$ cat src/rtl/ysyx_23060337_ctrl_pkg.sv
// Shared encodings for the NPC control path: RV32I opcodes, the ebreak word,
// sequencer states and instruction classes (also consumed by EXU/WBU).
package ysyx_23060337_ctrl_pkg;

  localparam logic [6:0] OpLui    = 7'b0110111;
  localparam logic [6:0] OpAuipc  = 7'b0010111;
  localparam logic [6:0] OpJal    = 7'b1101111;
  localparam logic [6:0] OpJalr   = 7'b1100111;
  localparam logic [6:0] OpBranch = 7'b1100011;
  localparam logic [6:0] OpLoad   = 7'b0000011;
  localparam logic [6:0] OpStore  = 7'b0100011;
  localparam logic [6:0] OpImm    = 7'b0010011;
  localparam logic [6:0] OpOp     = 7'b0110011;
  localparam logic [6:0] OpSystem = 7'b1110011;

  localparam logic [31:0] EbreakInst = 32'h0010_0073;

  typedef enum logic [3:0] {
    StBoot, StFetch, StIwait, StDecode, StExec, StMreq, StMwait, StWb,
    StHalt, StIll, StErr
  } ctrl_state_e;

  typedef enum logic [3:0] {
    ClsNone, ClsLui, ClsAuipc, ClsJal, ClsJalr, ClsBranch, ClsLoad, ClsStore,
    ClsOpImm, ClsOp, ClsSystem
  } inst_cls_e;

  function automatic inst_cls_e opcode_to_cls(input logic [6:0] op);
    inst_cls_e cls;
    cls = ClsNone;
    case (op)
      OpLui:    cls = ClsLui;
      OpAuipc:  cls = ClsAuipc;
      OpJal:    cls = ClsJal;
      OpJalr:   cls = ClsJalr;
      OpBranch: cls = ClsBranch;
      OpLoad:   cls = ClsLoad;
      OpStore:  cls = ClsStore;
      OpImm:    cls = ClsOpImm;
      OpOp:     cls = ClsOp;
      OpSystem: cls = ClsSystem;
      default:  cls = ClsNone;
    endcase
    return cls;
  endfunction

  // SYSTEM is never legal here: its only supported form (ebreak) is matched separately.
  function automatic logic cls_legal(input inst_cls_e cls, input logic [2:0] f3);
    logic ok;
    ok = 1'b1;
    case (cls)
      ClsNone, ClsSystem: ok = 1'b0;
      ClsJalr:            ok = (f3 == 3'd0);
      ClsLoad:            ok = (f3 != 3'd3) && (f3 != 3'd6) && (f3 != 3'd7);
      ClsStore:           ok = (f3 <= 3'd2);
      ClsBranch:          ok = (f3 != 3'd2) && (f3 != 3'd3);
      default:            ok = 1'b1;
    endcase
    return ok;
  endfunction

endpackage

$ cat src/rtl/ysyx_23060337_ctrl_if.sv
// Handshake and enable bundle between the sequencer (master) and the
// fetch/LSU/register-file/PC side (slave).
interface ysyx_23060337_ctrl_if;
  logic       ifu_req_valid;
  logic       ifu_req_ready;
  logic       ifu_resp_valid;
  logic       inst_we;
  logic       lsu_req_valid;
  logic       lsu_req_ready;
  logic       lsu_resp_valid;
  logic       lsu_wen;
  logic [1:0] lsu_size;
  logic       rf_we;
  logic       pc_we;

  modport master (
    output ifu_req_valid, inst_we, lsu_req_valid, lsu_wen, lsu_size, rf_we, pc_we,
    input  ifu_req_ready, ifu_resp_valid, lsu_req_ready, lsu_resp_valid
  );

  modport slave (
    input  ifu_req_valid, inst_we, lsu_req_valid, lsu_wen, lsu_size, rf_we, pc_we,
    output ifu_req_ready, ifu_resp_valid, lsu_req_ready, lsu_resp_valid
  );
endinterface

$ cat src/rtl/ysyx_23060337_perf_cnt.sv
// 64-bit cycle and retired-instruction counters; only compiled when
// CTRL_PERF_EN is defined.
`ifdef CTRL_PERF_EN
module ysyx_23060337_perf_cnt (
  input  logic        clk,
  input  logic        rst,
  input  logic        i_cycle_en,
  input  logic        i_retire,
  output logic [63:0] o_cycle,
  output logic [63:0] o_instret
);

  logic [63:0] r_cycle;
  logic [63:0] r_instret;

  always_ff @(posedge clk) begin
    if (rst) begin
      r_cycle   <= '0;
      r_instret <= '0;
    end else begin
      if (i_cycle_en) r_cycle <= r_cycle + 64'd1;
      if (i_retire)   r_instret <= r_instret + 64'd1;
    end
  end

  assign o_cycle   = r_cycle;
  assign o_instret = r_instret;

endmodule
`endif

$ cat src/rtl/ysyx_23060337_ctrl.sv
// Multi-cycle NPC sequencer: fetch/decode/execute/memory/writeback with sticky
// stop states. Define CTRL_PERF_EN to add the perf_cycle/perf_instret counters.
module ysyx_23060337_ctrl
  import ysyx_23060337_ctrl_pkg::*;
#(
  parameter int unsigned TIMEOUT_W = 8
) (
  input  logic                 clk,
  input  logic                 rst,
  input  logic [31:0]          inst,
  input  logic [6:0]           opcode,
  input  logic [2:0]           funct3,
  ysyx_23060337_ctrl_if.master bus,
  output logic                 halt,
  output logic                 illegal,
  output logic                 bus_err
`ifdef CTRL_PERF_EN
  ,
  output logic [63:0]          perf_cycle,
  output logic [63:0]          perf_instret
`endif
);

  ctrl_state_e          r_state_q;
  ctrl_state_e          w_state_d;
  inst_cls_e            r_cls_q;
  inst_cls_e            w_cls;
  logic [1:0]           r_size_q;
  logic [TIMEOUT_W-1:0] r_tmo_q;
  logic [TIMEOUT_W-1:0] w_tmo_inc;
  logic                 w_tmo_hit;
  logic                 w_wait_st;
  logic                 w_legal;
  logic                 w_ebreak;
  logic                 w_mem_cls;

  assign w_cls     = opcode_to_cls(opcode);
  assign w_legal   = cls_legal(w_cls, funct3);
  assign w_ebreak  = (w_cls == ClsSystem) && (inst == EbreakInst);
  assign w_mem_cls = (r_cls_q == ClsLoad) || (r_cls_q == ClsStore);

  // A stalled cycle whose incremented count would be all-ones gives up.
  assign w_tmo_inc = r_tmo_q + 1'b1;
  assign w_tmo_hit = &w_tmo_inc;
  assign w_wait_st = (r_state_q == StFetch) || (r_state_q == StIwait) ||
                     (r_state_q == StMreq)  || (r_state_q == StMwait);

  always_comb begin
    w_state_d = r_state_q;
    unique case (r_state_q)
      StBoot:   w_state_d = StFetch;
      StFetch: begin
        if (bus.ifu_req_ready)  w_state_d = StIwait;
        else if (w_tmo_hit)     w_state_d = StErr;
      end
      StIwait: begin
        if (bus.ifu_resp_valid) w_state_d = StDecode;
        else if (w_tmo_hit)     w_state_d = StErr;
      end
      StDecode: begin
        if (w_ebreak)           w_state_d = StHalt;
        else if (!w_legal)      w_state_d = StIll;
        else                    w_state_d = StExec;
      end
      StExec:   w_state_d = w_mem_cls ? StMreq : StWb;
      StMreq: begin
        if (bus.lsu_req_ready)  w_state_d = StMwait;
        else if (w_tmo_hit)     w_state_d = StErr;
      end
      StMwait: begin
        if (bus.lsu_resp_valid) w_state_d = StWb;
        else if (w_tmo_hit)     w_state_d = StErr;
      end
      StWb:     w_state_d = StFetch;
      StHalt, StIll, StErr: w_state_d = r_state_q;
      default:  w_state_d = StBoot;
    endcase
  end

  always_ff @(posedge clk) begin
    if (rst) begin
      r_state_q <= StBoot;
      r_cls_q   <= ClsNone;
      r_size_q  <= '0;
      r_tmo_q   <= '0;
    end else begin
      r_state_q <= w_state_d;
      if (r_state_q == StDecode) begin
        r_cls_q  <= w_cls;
        r_size_q <= funct3[1:0];
      end
      if (w_state_d != r_state_q) r_tmo_q <= '0;
      else if (w_wait_st)         r_tmo_q <= w_tmo_inc;
    end
  end

  // inst_we must coincide with the response beat so the word is captured before DECODE.
  always_comb begin
    bus.ifu_req_valid = (r_state_q == StFetch);
    bus.inst_we       = (r_state_q == StIwait) && bus.ifu_resp_valid;
    bus.lsu_req_valid = (r_state_q == StMreq);
    bus.lsu_wen       = (r_state_q == StMreq) && (r_cls_q == ClsStore);
    bus.lsu_size      = (r_state_q == StMreq) ? r_size_q : 2'b00;
    bus.pc_we         = (r_state_q == StWb);
    bus.rf_we         = (r_state_q == StWb) && (r_cls_q != ClsBranch) &&
                        (r_cls_q != ClsStore);
    halt              = (r_state_q == StHalt);
    illegal           = (r_state_q == StIll);
    bus_err           = (r_state_q == StErr);
  end

`ifdef CTRL_PERF_EN
  logic w_cycle_en;
  logic w_retire;

  assign w_cycle_en = (r_state_q != StBoot) && (r_state_q != StHalt) &&
                      (r_state_q != StIll)  && (r_state_q != StErr);
  assign w_retire   = (r_state_q == StWb) ||
                      ((r_state_q == StDecode) && (w_state_d == StHalt));

  ysyx_23060337_perf_cnt u_perf_cnt (
    .clk        (clk),
    .rst        (rst),
    .i_cycle_en (w_cycle_en),
    .i_retire   (w_retire),
    .o_cycle    (perf_cycle),
    .o_instret  (perf_instret)
  );
`endif

endmodule
$ cat src/flat_wrapper.sv
// flat-port wrapper written by rule: the top's interface ports become plain ports
module ysyx_23060337_ctrl_flat import ysyx_23060337_ctrl_pkg::*;
#(
  parameter int unsigned TIMEOUT_W = 8
)
  (clk, rst, inst, opcode, funct3, halt, illegal, bus_err, bus_ifu_req_valid, bus_inst_we, bus_lsu_req_valid, bus_lsu_wen, bus_lsu_size, bus_rf_we, bus_pc_we, bus_ifu_req_ready, bus_ifu_resp_valid, bus_lsu_req_ready, bus_lsu_resp_valid);
  ysyx_23060337_ctrl_if bus_i ();
  input  logic clk;
  input  logic rst;
  input  logic [31:0] inst;
  input  logic [6:0] opcode;
  input  logic [2:0] funct3;
  output logic halt;
  output logic illegal;
  output logic bus_err;
  output wire logic [$bits(bus_i.ifu_req_valid)-1:0] bus_ifu_req_valid;
  output wire logic [$bits(bus_i.inst_we)-1:0] bus_inst_we;
  output wire logic [$bits(bus_i.lsu_req_valid)-1:0] bus_lsu_req_valid;
  output wire logic [$bits(bus_i.lsu_wen)-1:0] bus_lsu_wen;
  output wire logic [$bits(bus_i.lsu_size)-1:0] bus_lsu_size;
  output wire logic [$bits(bus_i.rf_we)-1:0] bus_rf_we;
  output wire logic [$bits(bus_i.pc_we)-1:0] bus_pc_we;
  input wire logic [$bits(bus_i.ifu_req_ready)-1:0] bus_ifu_req_ready;
  input wire logic [$bits(bus_i.ifu_resp_valid)-1:0] bus_ifu_resp_valid;
  input wire logic [$bits(bus_i.lsu_req_ready)-1:0] bus_lsu_req_ready;
  input wire logic [$bits(bus_i.lsu_resp_valid)-1:0] bus_lsu_resp_valid;
  assign bus_ifu_req_valid = bus_i.ifu_req_valid;
  assign bus_inst_we = bus_i.inst_we;
  assign bus_lsu_req_valid = bus_i.lsu_req_valid;
  assign bus_lsu_wen = bus_i.lsu_wen;
  assign bus_lsu_size = bus_i.lsu_size;
  assign bus_rf_we = bus_i.rf_we;
  assign bus_pc_we = bus_i.pc_we;
  assign bus_i.ifu_req_ready = bus_ifu_req_ready;
  assign bus_i.ifu_resp_valid = bus_ifu_resp_valid;
  assign bus_i.lsu_req_ready = bus_lsu_req_ready;
  assign bus_i.lsu_resp_valid = bus_lsu_resp_valid;
  ysyx_23060337_ctrl #(.TIMEOUT_W(TIMEOUT_W)) u_core (.clk(clk), .rst(rst), .inst(inst), .opcode(opcode), .funct3(funct3), .bus(bus_i), .halt(halt), .illegal(illegal), .bus_err(bus_err));
endmodule
$ cat config.mk
export PLATFORM = sky130hd
export DESIGN_NAME = ysyx_23060337_ctrl_flat
export DESIGN_NICKNAME = d
export VERILOG_FILES = /design/src/rtl/ysyx_23060337_ctrl_pkg.sv /design/src/rtl/ysyx_23060337_ctrl_if.sv /design/src/rtl/ysyx_23060337_perf_cnt.sv /design/src/rtl/ysyx_23060337_ctrl.sv /design/src/flat_wrapper.sv
export SDC_FILE = /design/constraint.sdc
export NUM_CORES = 1
export LEC_CHECK = 0
export BUFFER_PORTS_ARGS = -buffer_cell sky130_fd_sc_hd__buf_4
export CORE_ASPECT_RATIO = 0.6
export CORE_MARGIN = 2
export CORE_UTILIZATION = 30
export CTS_CLUSTER_SIZE = 28
export DETAILED_ROUTE_END_ITERATION = 10
export PLACE_DENSITY_LB_ADDON = 0.2
export SLEW_MARGIN = 20
export SYNTH_ARGS = -nofsm -noshare
export SYNTH_HDL_FRONTEND = slang
export SYNTH_SLANG_ARGS = --single-unit
$ cat constraint.sdc
create_clock -name clk -period 1.8 [get_ports clk]
set_clock_uncertainty 0.15 [all_clocks]
set_input_delay 0.36 -clock clk [delete_from_list [all_inputs] [get_ports clk]]
set_output_delay 0.36 -clock clk [all_outputs]
set_load 0.1 [all_outputs]
**Yosys cells after proc, flatten, opt, wreduce, memory -nomap -nowiden**

Index checks and enable logic that the tools add are counted.

- Register bits: 18
- Bits in latches: 0
- Memory bits (writable): 0
- ROM bits: 0
- Input port bits: 48
- Logic and storage cells: 73
- Memories kept: 0

- $add $sub $neg: 1
- $mul: 0
- Divide/modulo/power cells: 0
- $lt $le $gt $ge: 1
- Equality and inequality tests: 35
- Shift-type cells: 0
- Muxes and demuxes: 12
- Bitwise logic cells: 0
- Reductions and logical operators: 20

Operators by type and width:

| cell | number |
|---|---|
| $eq 4x3->1 const B | 10 |
| $pmux 4 s10 | 1 |
| $eq 32x21->1 const B | 1 |
| $pmux 4 s8 | 1 |
| $eq 7x7->1 const B | 4 |
| $mux 4 | 7 |
| $eq 7x6->1 const B | 3 |
| $eq 4x4->1 const B | 4 |
| $eq 7x5->1 const B | 2 |
| $add 8x1->8 const B | 1 |
| $eq 4x2->1 const B | 2 |
| $logic_and 1x1->1 | 8 |
| $logic_not 4->1 | 2 |
| $ne 4x3->1 const B | 2 |
| $reduce_and 8->1 | 1 |
| $eq 7x2->1 const B | 1 |
| $ne 3x2->1 const B | 2 |
| $ne 3x3->1 const B | 2 |
| $reduce_or 2->1 | 3 |
| $pmux 1 s5 | 1 |
| $eq 4x1->1 const B | 1 |
| $logic_or 1x1->1 | 4 |
| $mux 2 | 2 |
| $ne 4x4->1 | 1 |
| other kinds (3) | 3 |

**Logic depth before layout (Yosys ltp)**

- Depth in word-level cells: 10
- Depth in mapped cells: 7

**Least setup slack after synthesis**

No wires, ideal clock.

- Path kind: register to output
- Start: reg u_core.r_state_q[3]
- End: out bus_inst_we
- Arrival: 3.720 ns
- Slack: -2.430 ns
- Cell stages (with the launch flop): 4
- Path through: dfxtp_1 > buf_4 > buf_4 > nor4b_1

- Word-level cells in the longest chain between the ends: 2

Ends and longest elaborated chain:

| what | RTL line | text |
|---|---|---|
| from (decl) | ysyx_23060337_ctrl.sv:24 | `ctrl_state_e r_state_q;` |
| from (signal assigned) | ysyx_23060337_ctrl.sv:82 | `r_state_q <= StBoot;` |
| from (signal assigned) | ysyx_23060337_ctrl.sv:87 | `r_state_q <= w_state_d;` |
| $eq 4x2->1 | ysyx_23060337_ctrl.sv:100 | `bus.inst_we = (r_state_q == StIwait) && bus.ifu_resp_valid;` |
| $logic_and 1x1->1 | ysyx_23060337_ctrl.sv:100 |  |
| to (decl) | flat_wrapper.sv:17 | `output wire logic [$bits(bus_i.inst_we)-1:0] bus_inst_we;` |

No other way between the ends.

**Worst setup path after layout**

- Start: reg u_core.r_state_q[2]
- End: out bus_lsu_size[1]

- Word-level cells in the longest chain between the ends: 2

Ends and longest elaborated chain:

| what | RTL line | text |
|---|---|---|
| $eq 4x3->1 | ysyx_23060337_ctrl.sv:103 | `bus.lsu_size = (r_state_q == StMreq) ? r_size_q : 2'b00;` |
| $mux 2 | ysyx_23060337_ctrl.sv:103 |  |
| to (decl) | flat_wrapper.sv:20 | `output wire logic [$bits(bus_i.lsu_size)-1:0] bus_lsu_size;` |

No other way between the ends.

==> results.py <==
metrics = {
    "finish": {
        "multi_input_area_mm2": 0.00126,
        "num-fill-cells": 431,
        "diodes": 0,
        "synthToLayoutAreaGrowth_pct": 91.2,
        "nets": 356,
        "layout-drive-gt1-share": 0.541,
        "seq_area_um2": 377,
        "fin_util": 0.605,
        "stdcell_area_mm2": 0.00282,
    },
    "timing": {
        "setup_slack_ps": -207,
        "report.final.hold_viol_count": 0,
        "max_freq_mhz": 498,
        "worst_pin_slew_ps": 414,
        "slew_headroom": 0.722,
        "rsz0062_at_grt": "yes",
        "slew_violations": 0,
        "finalSetupViolCount": 18,
        "hold_ws_ps": 233,
        "period_share": 1.12,
        "fin_crit_ps": 2010,
    },
    "cts": {
        "clk_latency_ps": 250,
        "cts_tree": "built",
        "clkSinkCount": 18,
        "cts-root-buf": "clkbuf_8",
        "numCtsBuffers": 3,
        "cts_buffer_depth": 2,
        "cts_max_level": 1,
        "cts_hold_buf": 0,
        "clk_pin_slew_ps": 70,
    },
    "placed_design": {
        "io_buffers": 58,
        "placed_cell_area_mm2": 0.00243,
        "gp_congestion": 0.850,
        "dpl.hpwl_mm": 3.86,
    },
    "synthesis": {
        "synthTopCellsByCount": "23 x nor2_1, 18 x dfxtp_1, 16 x nand2_1, 13 x a21oi_1",
        "syn_area_per_cell_um2": 7.53,
        "synth_edf_count": 0,
        "synth_flop_cell": "dfxtp_1",
        "ys_ff_latch": 18,
        "synth-async-reset-ratio": 0,
        "synth_cells": 196,
        "synth.mux.area_fraction": 0.00763,
        "netlist.area_leader.share": 0.244,
        "synth_seq_area_share": 0.244,
        "synth.most_common_cell": "nor2_1",
        "synth_warnings": 0,
        "ys_types": 47,
        "synth_top_area_cell": "dfxtp_1",
        "syn_nets": 246,
        "synth_top_family_by_area": "simple AND/OR/NAND/NOR gates",
        "yosys.area_share.adder": 0.0170,
        "netlist_area_mm2": 0.00148,
        "synth_compound_area_frac": 0.229,
        "synth_xor_area_frac": 0.0534,
        "synth-simple-area-share": 0.383,
        "synth.top_cells.by_area": "dfxtp_1 24%, nor2_1 5.9%, a21oi_1 4.4%",
    },
    "power_and_ir_drop": {
        "seq_power_share": 0.345,
        "switchingPower_uw": 382,
        "p_int_uw": 846,
        "power_frac_clock": 0.265,
        "switching_share": 0.311,
        "combPwrFrac": 0.389,
        "p_leak_uw": 0.00114,
        "power_density_mw_per_mm2": 435,
        "peakVddDrop_v": 0.000303,
    },
    "floorplanning": {
        "fp.dieH_um": 58.3,
        "num_io_pins": 59,
        "die_w_um": 94.5,
        "die_area_mm2": 0.00551,
        "core_mm2": 0.00466,
        "initial_core_util": 0.317,
        "placementRows": 19,
    },
    "global_routing": {
        "grt_overflow": 0,
        "first_global_vias": 1686,
        "grt_pass1_wl_mm": 7.64,
        "grt_max_degree": 14,
        "grt.total_usage": 0.177,
        "antenna_found_initial": 0,
    },
    "setup_path": {
        "crit_family": "simple AND/OR/NAND/NOR gates",
        "startpoint_type": "flop",
        "cp_slowest_cell": "dfxtp_4",
        "crit_required_ps": 1290,
        "crit_buf_inv": 1,
        "crit_type": "reg -> out",
        "path_max_fanout": 5,
        "crit_cells": 4,
        "path_cells": "or2b_4 > nor2_4 > and2_4 > buf_12",
        "critPathArrivalTime_ps": 1500,
        "end_kind": "primary output",
        "rr_worst_depth": 7,
        "critPathMaxStageDelay_ps": 370,
    },
    "detailed_routing": {
        "routed_via_density": 5.08,
        "initialDrtViolationCount": 67,
        "ant_nets": 0,
        "drcViolationCount": 0,
        "vias": 1869,
        "firstDrtPassIters": 4,
        "routedWlPerCell_um": 13.0,
        "routed_wirelength_mm": 4.80,
    },
    "worst_hold_path": {
        "hold_depth": 2,
        "hold_class": "in -> reg",
    },
    "job": {
        "max-cap-violations": 0,
    },
    "outcome": {
        "failed_checks": "setup timing",
        "status": "finished, violations left",
    },
}
## sequential cells by signal, indices dropped and copies added, names as in the netlist
| register | cells |
|---|---|
| u_core.r_size_q | 2 |
| u_core.r_state_q | 4 |
| u_core.r_cls_q | 4 |
| u_core.r_tmo_q | 8 |
## repair_timing
action,CTS,global route
pin swaps,4,10
resized for setup,45,22
endpoints found under the hold margin,0,0
buffers inserted,7,1
cloned,0,0
endpoints found under the setup margin,21,23
## area by class of cell
class	instances	area share
clock buffer	4	0.0195
inverter	9	0.0120
multi-input combinational	158	0.445
sequential	18	0.134
tap	63	0.0280
timing repair buffer	116	0.362
## power by group through the flow
stage,clock network (µW),registers [µW],logic [µW]
final,326,424,478
after global routing,350,426,512
after CTS,337,423,457
after detailed placement,0,433,426
after global placement,0,434,424
after floorplan,0,433,233
## cells by family after synthesis
logic type,Yosys count
AOI/OAI and AO/OA,44
xor gates and xnor gates,9
adders and majority gates,2
buffers and inverters,20
DFF,18
muxes,1
and+or+nand+nor,102
## final timing paths
path | start | end | slack (ps)
min reg2reg | u_core.r_size_q[1]$_SDFFE_PP0P_ | u_core.r_size_q[1]$_SDFFE_PP0P_ | 310
max reg2reg | u_core.r_state_q[2]$_SDFF_PP0_ | u_core.r_tmo_q[0]$_SDFFE_PP0P_ | -200
min | rst | u_core.r_state_q[1]$_SDFF_PP0_ | 230
max | u_core.r_state_q[2]$_SDFF_PP0_ | bus_lsu_size[1] | -210
## layout by cell type (no fill, tap or decap), types with 4 or more instances in the layout
cell / Yosys / final
nand2b_1: 7 / 4
dfxtp_1: 18 / 13
o21ai_0: 7 / 7
nor4_1: 8 / 7
dfxtp_4: 0 / 4
nor2_1: 23 / 18
buf_6: 1 / 11
clkbuf_8: 0 / 4
inv_1: 9 / 9
nor2_4: 0 / 4
nand3_1: 8 / 8
nand2_1: 16 / 14
buf_4: 4 / 96
buf_12: 0 / 8
nor3_1: 9 / 4
xor2_1: 5 / 4
a21oi_1: 13 / 10
## layer usage
metal	vias to the layer above	wire [µm]	track usage
li1	939	-	-
met1	864	2400	0.262
met2	62	2040	0.270
met3	4	328	0.0371
met4	0	39	0.0290
met5	-	0	0
## through the flow
stage / setup WS, ps / power, µW / instances / TNS (ps)
final: -207 / 1230 / 368 / -2770
after global placement: -187 / 858 / 356 / -2580
after CTS: -175 / 1220 / 367 / -2370
after detailed placement: -233 / 859 / 356 / -2860
after global routing: -287 / 1290 / 368 / -3980
after floorplan: -550 / 666 / 196 / -4360
(Power assumes the default switching activity.)
